`src/rtl/serving_arbiter_rr.sv`:
```
// Round-robin arbiter that lets NM Wishbone masters share one slave, one transaction at a time.
// Optional BUSY watchdog is compiled in when SERVING_ARB_TIMEOUT_EN is defined.
module serving_arbiter_rr #(
   parameter int NM      = 2,
   parameter int TIMEOUT = 255
) (
   input  logic               i_clk,
   input  logic               i_rst_n,
   input  logic [NM*32-1:0]   i_wb_m_adr,
   input  logic [NM*32-1:0]   i_wb_m_dat,
   input  logic [NM*4-1:0]    i_wb_m_sel,
   input  logic [NM-1:0]      i_wb_m_we,
   input  logic [NM-1:0]      i_wb_m_stb,
   output logic [31:0]        o_wb_m_rdt,
   output logic [NM-1:0]      o_wb_m_ack,
   output logic [31:0]        o_wb_s_adr,
   output logic [31:0]        o_wb_s_dat,
   output logic [3:0]         o_wb_s_sel,
   output logic               o_wb_s_we,
   output logic               o_wb_s_stb,
   input  logic [31:0]        i_wb_s_rdt,
   input  logic               i_wb_s_ack,
   output logic [NM-1:0]      o_grant,
   output logic               o_timeout
);

   localparam int IW = (NM > 1) ? $clog2(NM) : 1;
   localparam logic [NM-1:0] ONE = {{(NM-1){1'b0}}, 1'b1};

   if (NM < 2 || NM > 8) begin : g_bad_nm
      $error("serving_arbiter_rr: NM out of range");
   end
   if (TIMEOUT < 1 || TIMEOUT > 65535) begin : g_bad_timeout
      $error("serving_arbiter_rr: TIMEOUT out of range");
   end

   typedef enum logic {IDLE, BUSY} state_t;

   state_t          state_q, state_d;
   logic [NM-1:0]   grant_q, grant_d;
   logic [IW-1:0]   last_q, last_d;
   logic [IW-1:0]   cand;
   logic            found;
   logic            busy;
   logic            cur_stb;
   logic            ack_fire;
   logic            to_fire;

   assign busy     = (state_q == BUSY);
   assign cur_stb  = i_wb_m_stb[last_q];
   assign ack_fire = busy & i_wb_s_ack;

`ifdef SERVING_ARB_TIMEOUT_EN
   logic [15:0] cnt_q, cnt_d;

   // A slave ack in the limit cycle takes precedence over the abort.
   assign to_fire = busy & cur_stb & ~i_wb_s_ack & (cnt_q == 16'(TIMEOUT));

   always_comb begin
      cnt_d = '0;
      if (busy && !i_wb_s_ack) begin
         cnt_d = cnt_q + 16'd1;
      end
   end

   always_ff @(posedge i_clk or negedge i_rst_n) begin
      if (!i_rst_n) begin
         cnt_q <= '0;
      end else begin
         cnt_q <= cnt_d;
      end
   end
`else
   assign to_fire = 1'b0;
`endif

   always_comb begin
      state_d = state_q;
      grant_d = grant_q;
      last_d  = last_q;
      found   = 1'b0;
      cand    = '0;
      case (state_q)
         IDLE: begin
            // Search starts just past the previous owner, so it naturally goes last.
            for (int i = 1; i <= NM; i++) begin
               cand = IW'((int'(last_q) + i) % NM);
               if (!found && i_wb_m_stb[cand]) begin
                  found  = 1'b1;
                  last_d = cand;
               end
            end
            if (found) begin
               state_d = BUSY;
               grant_d = ONE << last_d;
            end
         end
         BUSY: begin
            if (ack_fire || !cur_stb || to_fire) begin
               state_d = IDLE;
               grant_d = '0;
            end
         end
         default: begin
            state_d = IDLE;
            grant_d = '0;
         end
      endcase
   end

   always_ff @(posedge i_clk or negedge i_rst_n) begin
      if (!i_rst_n) begin
         state_q <= IDLE;
         grant_q <= '0;
         last_q  <= IW'(NM - 1);
      end else begin
         state_q <= state_d;
         grant_q <= grant_d;
         last_q  <= last_d;
      end
   end

   assign o_grant    = grant_q;
   assign o_wb_m_ack = grant_q & {NM{ack_fire | to_fire}};
   assign o_wb_m_rdt = ack_fire ? i_wb_s_rdt : 32'h0;
   assign o_timeout  = to_fire;

   assign o_wb_s_adr = busy ? i_wb_m_adr[32*last_q +: 32] : 32'h0;
   assign o_wb_s_dat = busy ? i_wb_m_dat[32*last_q +: 32] : 32'h0;
   assign o_wb_s_sel = busy ? i_wb_m_sel[4*last_q +: 4]   : 4'h0;
   assign o_wb_s_we  = busy & i_wb_m_we[last_q];
   assign o_wb_s_stb = busy & cur_stb & ~to_fire;

endmodule

```
`config.mk`:
```
export PLATFORM = sky130hd
export DESIGN_NAME = serving_arbiter_rr
export DESIGN_NICKNAME = d
export VERILOG_FILES = /design/src/rtl/serving_arbiter_rr.sv
export SDC_FILE = /design/constraint.sdc
export NUM_CORES = 1
export LEC_CHECK = 0
export CAP_MARGIN = 20
export CORE_AREA = 3 3 107 109
export DETAILED_ROUTE_END_ITERATION = 10
export DIE_AREA = 0 0 110 112
export PLACE_DENSITY = 0.66
export SYNTH_ARGS = -nofsm -noshare
export SYNTH_HDL_FRONTEND = slang
export SYNTH_SLANG_ARGS = --single-unit
```
`constraint.sdc`:
```
create_clock -name i_clk -period 4.5 [get_ports i_clk]
set_clock_uncertainty 0.15 [all_clocks]
set_input_delay 0.9 -clock i_clk [delete_from_list [all_inputs] [get_ports i_clk]]
set_output_delay 0.9 -clock i_clk [all_outputs]
set_load 0.02 [all_outputs]
```
==> results of run 1 <==
final cells by class:
type / instances / area, sq um / share of cell area, %
clock buffers: 4 / 45.0 / 1.01
multi-input cells: 188 / 1260 / 28.3
inverters: 1 / 3.75 / 0.0844
well taps: 140 / 175 / 3.94
repair buffers: 286 / 2860 / 64.3
flip-flops and latches: 4 / 105 / 2.36
stage by stage:
step / worst slack [ns] / area, sq um
after floorplan: 2.07 / 1540
after global placement: 1.03 / 4400
after detailed placement: 1.02 / 4400
after CTS: 1.02 / 4450
after global routing: 0.930 / 4450
final: 1.01 / 4450
worst min path at each step:
stage                           startpoint                      to  slack (ns)  depth (start not counted)
floorplan                          i_rst_n          busy$_DFF_PN0_        0.45                          0
global route        o_grant[0]$_DFFE_PN0P_  o_grant[0]$_DFFE_PN0P_        0.45                          1
detailed placement  o_grant[1]$_DFFE_PN0P_  o_grant[1]$_DFFE_PN0P_        0.40                          1
CTS                 o_grant[1]$_DFFE_PN0P_  o_grant[1]$_DFFE_PN0P_        0.42                          1
global placement    o_grant[1]$_DFFE_PN0P_  o_grant[1]$_DFFE_PN0P_        0.41                          1
finish              o_grant[0]$_DFFE_PN0P_  o_grant[0]$_DFFE_PN0P_        0.42                          1
cells by family (layout without fill, tap and decap cells):
| kind of cell | count (synthesis) | after routing | share of synthesized area (%) |
|---|---|---|---|
| simple gates | 110 | 110 | 32.8 |
| mux | 70 | 70 | 45.4 |
| buf+inv | 24 | 291 | 12.0 |
| compound gates | 7 | 7 | 3.00 |
| flops | 4 | 4 | 6.57 |
| other cells | 1 | 1 | 0.243 |
where the power goes:
part	internal, mW	switching (mW)
sequential	0.0570	0.0592
combinational	0.782	0.734
clock	0.0606	0.0202
total	0.899	0.813
flip-flops by register name, indices dropped and copies added, names as in the netlist:
signal / flops
last_q: 1
busy: 1
o_grant: 2
synth_stat cells:
library cell | number | area, sq um
mux2i_1 | 70 | 701
o2bb2ai_1 | 1 | 8.76
conb_1 | 1 | 3.75
nor2_1 | 71 | 267
nor2b_1 | 1 | 6.26
clkbuf_1 | 10 | 37.5
buf_6 | 1 | 11.3
nand2_1 | 2 | 7.51
buf_4 | 1 | 7.51
nand2b_1 | 2 | 12.5
inv_2 | 1 | 3.75
dfrtp_1 | 3 | 75.1
a22o_1 | 1 | 8.76
a21oi_1 | 2 | 10.0
buf_2 | 1 | 5.00
buf_8 | 7 | 105
dfstp_2 | 1 | 26.3
o22ai_1 | 3 | 18.8
and3_1 | 34 | 213
clkbuf_2 | 3 | 15.0
per-layer routing:
metal,vias to the layer above,part of all wire [%],track usage [%],wire length (microns)
li1,1275,-,-,-
met1,1144,35,14.1,3170
met2,157,51,25.0,4640
met3,16,12,5.10,1050
met4,0,2.4,4.66,218
met5,-,0,0,0
==> results.md, run 1 <==
- Status: finished, final reports clean
- Library cells used by synthesis: 20
- # IOs: 282
- Cell Pwr Density: 385 nW/um^2
- CP max stage delay: 0.61 ns
- Reg2reg path depth: 3
- Routed vias/inst: 4.16
- P&R area growth vs syn: 188%
- Initial antenna violation count: 0
- Vias in the first global route: 2735
- Die width: 110 microns
- Clk root buf: clkbuf_8
- Critical Setup Path Class: primary input to output port
- Worst Tran Pin Value: 0.609 ns
- Synth Net Count: 391
- Max-slew violation count: 0
- Final HPWL DP: 7.73 mm
- Fin crit period: 3.49 ns
- Non-Filler Instances: 623
- # DRC: 0
- Worst hold slack: 0.419 ns
- Max-cap violations: 0
- R2r endpoint: o_grant[0]$_DFFE_PN0P_
- Nets: 659
- Final setup violation count: 0
- Crit. path cell count: 4
- Fmax: 287 MHz
- Largest net degree at the start of global routing: 41
- Hold_buf cts: 0
- Clk_lat worst skew: 0.22 ns
- Pwr Total: 1.71 mW
- Final hold vios: 0
- Reg2Reg Setup Slack: 2.66 ns
- WP data arrival: 2.44 ns
- Global-route wire length before repair: 13.5 mm
- CP delay by family, top: buffers and inverters
- Post-DR wirelength/cell: 14.6 microns
- N_diodes: 0
- Worst r2r src: last_q$_DFFE_PN1N_
- Post-route ant nets: 0
- Min-delay worst type: flop to flop
- First drt pass iteration count: 4
- Post-synthesis cell count: 216
- Setup bufs post-CTS: 0
- Leakage Power: 2.00 nW
- Register bit total from synthesis: 4
- Required @ worst endpoint: 3.45 ns
- Critical Path Start Type: primary input
- Inst Count DP: 619
- Cts repair resizes: 0
- Layout cells sized above 1: 2.28%
- Critical path origin: i_wb_s_ack
- Critical Path End Type: output port
- CP max stage cell: clkdlybuf4s50_1
- Setup TNS: 0 ns
- CTS Buf Count: 3
- Commonest non-fill, non-tap cell in the layout: clkdlybuf4s50_1
- Register area share after synthesis: 6.57%
- Cell Rows: 38
- Tcrit/Tclk final: 77.6%
- I/O Buffers: 280
- CORE AREA: 10700 sq um
- First DRT Iteration DRCs: 86
- Number of H-tree levels: 1
- Post-Syn Area: 1540 sq um
- RSZ-0062 raised after global routing: no
- GRT Total Usage: 13.7%
- CTS tree: done
- Crit path top cell by count: clkdlybuf4s50_1
- Worst slew margin: 59.4%
- Commonest cells after routing, fill and taps aside: 280 x clkdlybuf4s50_1, 71 x nor2_1, 70 x mux2i_1, 34 x and3_1, 5 x buf_4
- Fin util: 41.6%
- Reg clk slew, reported paths: 0.03 ns
- Worst Path Buf+Inv: 3
- Syn Area/Cell: 7.14 sq um
- RD Place Congestion: 0.825
- # fillers: 1075
- Die ar.: 12300 sq um
- Crit path cell chain: clkdlybuf4s50_1 -> buf_4 -> and3_1 -> clkdlybuf4s50_1
- Die height: 112 microns
- Routed WL: 9.08 mm
- Initial Util: 14.4%
- Worst setup path endpoint: o_wb_m_rdt[31]
- Clock Path Buffers: 2
- Ys Warns: 0
- Max VDD drop: 0.185 mV
- Crit Path Max Fanout: 36
- DR vias: 2592
- Overflow after GRT: 0
- Clock Sinks: 4
(Power assumes the default switching activity.)
==> run 2: changes to the inputs <==
--- a/config.mk
+++ b/config.mk
@@ -6,9 +6,9 @@
 export NUM_CORES = 1
 export LEC_CHECK = 0
 export CAP_MARGIN = 20
-export CORE_AREA = 3 3 107 109
+export CORE_AREA = 3 3 109 111
 export DETAILED_ROUTE_END_ITERATION = 10
-export DIE_AREA = 0 0 110 112
+export DIE_AREA = 0 0 112 114
 export PLACE_DENSITY = 0.66
 export SYNTH_ARGS = -nofsm -noshare
 export SYNTH_HDL_FRONTEND = slang
==> constraint.sdc (replaced) <==
create_clock -name i_clk -period 3.2 [get_ports i_clk]
set_clock_uncertainty 0.15 [all_clocks]
set_input_delay 0.64 -clock i_clk [delete_from_list [all_inputs] [get_ports i_clk]]
set_output_delay 0.64 -clock i_clk [all_outputs]
set_load 0.02 [all_outputs]
==> results.md, run 2 (synthesis gave the netlist of run 1 again) <==
- First drt pass iteration count: 4
- Die height: 114 microns
- CP max stage cell: clkdlybuf4s50_1
- Nets: 661
- Largest net degree at the start of global routing: 42
- Status: finished, final reports clean
- Min-delay worst type: flop to flop
- Crit Path Max Fanout: 36
- First DRT Iteration DRCs: 66
- # DRC: 0
- WP data arrival: 2.17 ns
- Worst Path Buf+Inv: 3
- Internal power contribution: 1.29 mW
- Final hold vios: 0
- Commonest cells after routing, fill and taps aside: 280 x clkdlybuf4s50_1, 71 x nor2_1, 70 x mux2i_1, 34 x and3_1, 6 x buf_4
- RD Place Congestion: 0.843
- Cell Pwr Density: 543 nW/um^2
- CTS tree: done
- Critical Path End Type: output port
- Initial Util: 14.2%
- Max VDD drop: 0.225 mV
- Sw Pwr: 1.14 mW
- Clk_lat worst skew: 0.22 ns
- Overflow after GRT: 0
- Setup bufs post-CTS: 0
- Crit path cell chain: clkdlybuf4s50_1 -> buf_4 -> and3_1 -> clkdlybuf4s50_1
- Routed vias/inst: 4.12
- Fmax: 337 MHz
- Critical Setup Path Class: primary input to output port
- Sw Share: 46.9%
- Routed WL: 9.12 mm
- Required @ worst endpoint: 2.41 ns
- Vias in the first global route: 2644
- Hold_buf cts: 0
- Reg clk slew, reported paths: 0.03 ns
- P&R area growth vs syn: 190%
- Cts repair resizes: 0
- Clock Path Buffers: 2
- RSZ-0062 raised after global routing: no
- Tcrit/Tclk final: 92.6%
- Combinational power share: 90.3%
- Fin crit period: 2.96 ns
- # IOs: 282
- Largest register FFs: 2
- Post-DR wirelength/cell: 14.6 microns
- N_diodes: 0
- Clock Sinks: 4
- Final HPWL DP: 7.81 mm
- Sequential power share: 5.0%
- Commonest non-fill, non-tap cell in the layout: clkdlybuf4s50_1
- Initial antenna violation count: 0
- I/O Buffers: 280
- Post-route ant nets: 0
- Crit path top cell by count: clkdlybuf4s50_1
- Layout cells sized above 1: 2.68%
- Global-route wire length before repair: 13.7 mm
- DR vias: 2578
- Max-cap violations: 0
- Setup TNS: 0 ns
- Leakage Power: 2.01 nW
- CTS Buf Count: 3
- Number of H-tree levels: 1
- Clock group share of total power: 4.6%
- CORE AREA: 10900 sq um
- CP delay by family, top: buffers and inverters
- GRT Total Usage: 13.1%
- Die ar.: 12800 sq um
- Final setup violation count: 0
- Final WS setup: 0.236 ns
- Clk root buf: clkbuf_8
- Die width: 112 microns
- Max-slew violation count: 0
- Worst slack, placed: 0.229 ns
- Cell Rows: 38
- CP max stage delay: 0.61 ns
- Critical Path Start Type: primary input
## run 2: cell count changes in the layout (fill, tap and decap cells not counted)
cell	change
buf_12	+1
buf_4	+1
## run 2: per-stage QoR
stage	instances	cell area, sq um	total power, mW	util (%)	hold WS [ns]
4_1_cts	625	4470	2.47	41.1	0.395
3_3_place_gp	621	4430	2.33	40.7	0.376
5_1_grt	625	4470	2.59	41.1	0.425
6_report	625	4470	2.43	41.1	0.388
2_1_floorplan	216	1540	1.42	-	0.194
3_5_place_dp	621	4430	2.35	40.7	0.385
## run 2: final cells by class
cell class              instances  area, sq um
inverters                       1         3.75
repair buffers                288         2890
flip-flops and latches          4          105
fillers                      1144         6410
clock buffers                   4         45.0
multi-input cells             188         1260
well taps                     140          175
## run 2: power groups by stage
| stage | sequential, mW | combinational, mW | clock [mW] |
|---|---|---|---|
| after global routing | 0.130 | 2.34 | 0.121 |
| final | 0.123 | 2.20 | 0.112 |
| after detailed placement | 0.125 | 2.22 | 0 |
| after CTS | 0.125 | 2.23 | 0.115 |
| after global placement | 0.125 | 2.20 | 0 |
| after floorplan | 0.0984 | 1.32 | 0 |
## run 2: worst paths after layout
check,start,endpoint,slack [ns],cells past startpoint
min reg2reg,o_grant[0]$_DFFE_PN0P_,o_grant[0]$_DFFE_PN0P_,0.39,1
min in group asynchronous,i_rst_n,busy$_DFF_PN0_,0.48,1
max,i_wb_s_ack,o_wb_m_rdt[10],0.24,4
max in group asynchronous,i_rst_n,last_q$_DFFE_PN1N_,2.18,1
min,o_grant[0]$_DFFE_PN0P_,o_grant[0]$_DFFE_PN0P_,0.39,1
max reg2reg,last_q$_DFFE_PN1N_,o_grant[0]$_DFFE_PN0P_,1.55,4
## run 2: worst reg2reg max path, stage by stage, from the launching register on
cell	delay, ns
dfstp_4	0.72
mux2i_1	0.25
buf_4	0.15
o22ai_1	0.07
a22o_1	0.18
## run 2: per-layer routing
layer | up-vias | wire (microns) | part of all wire, % | global-route usage, %
li1 | 1282 | - | - | -
met1 | 1141 | 3530 | 39 | 14.4
met2 | 147 | 4660 | 51 | 25.4
met3 | 8 | 826 | 9.1 | 3.66
met4 | 0 | 108 | 1.2 | 2.16
met5 | - | 0 | 0 | 0
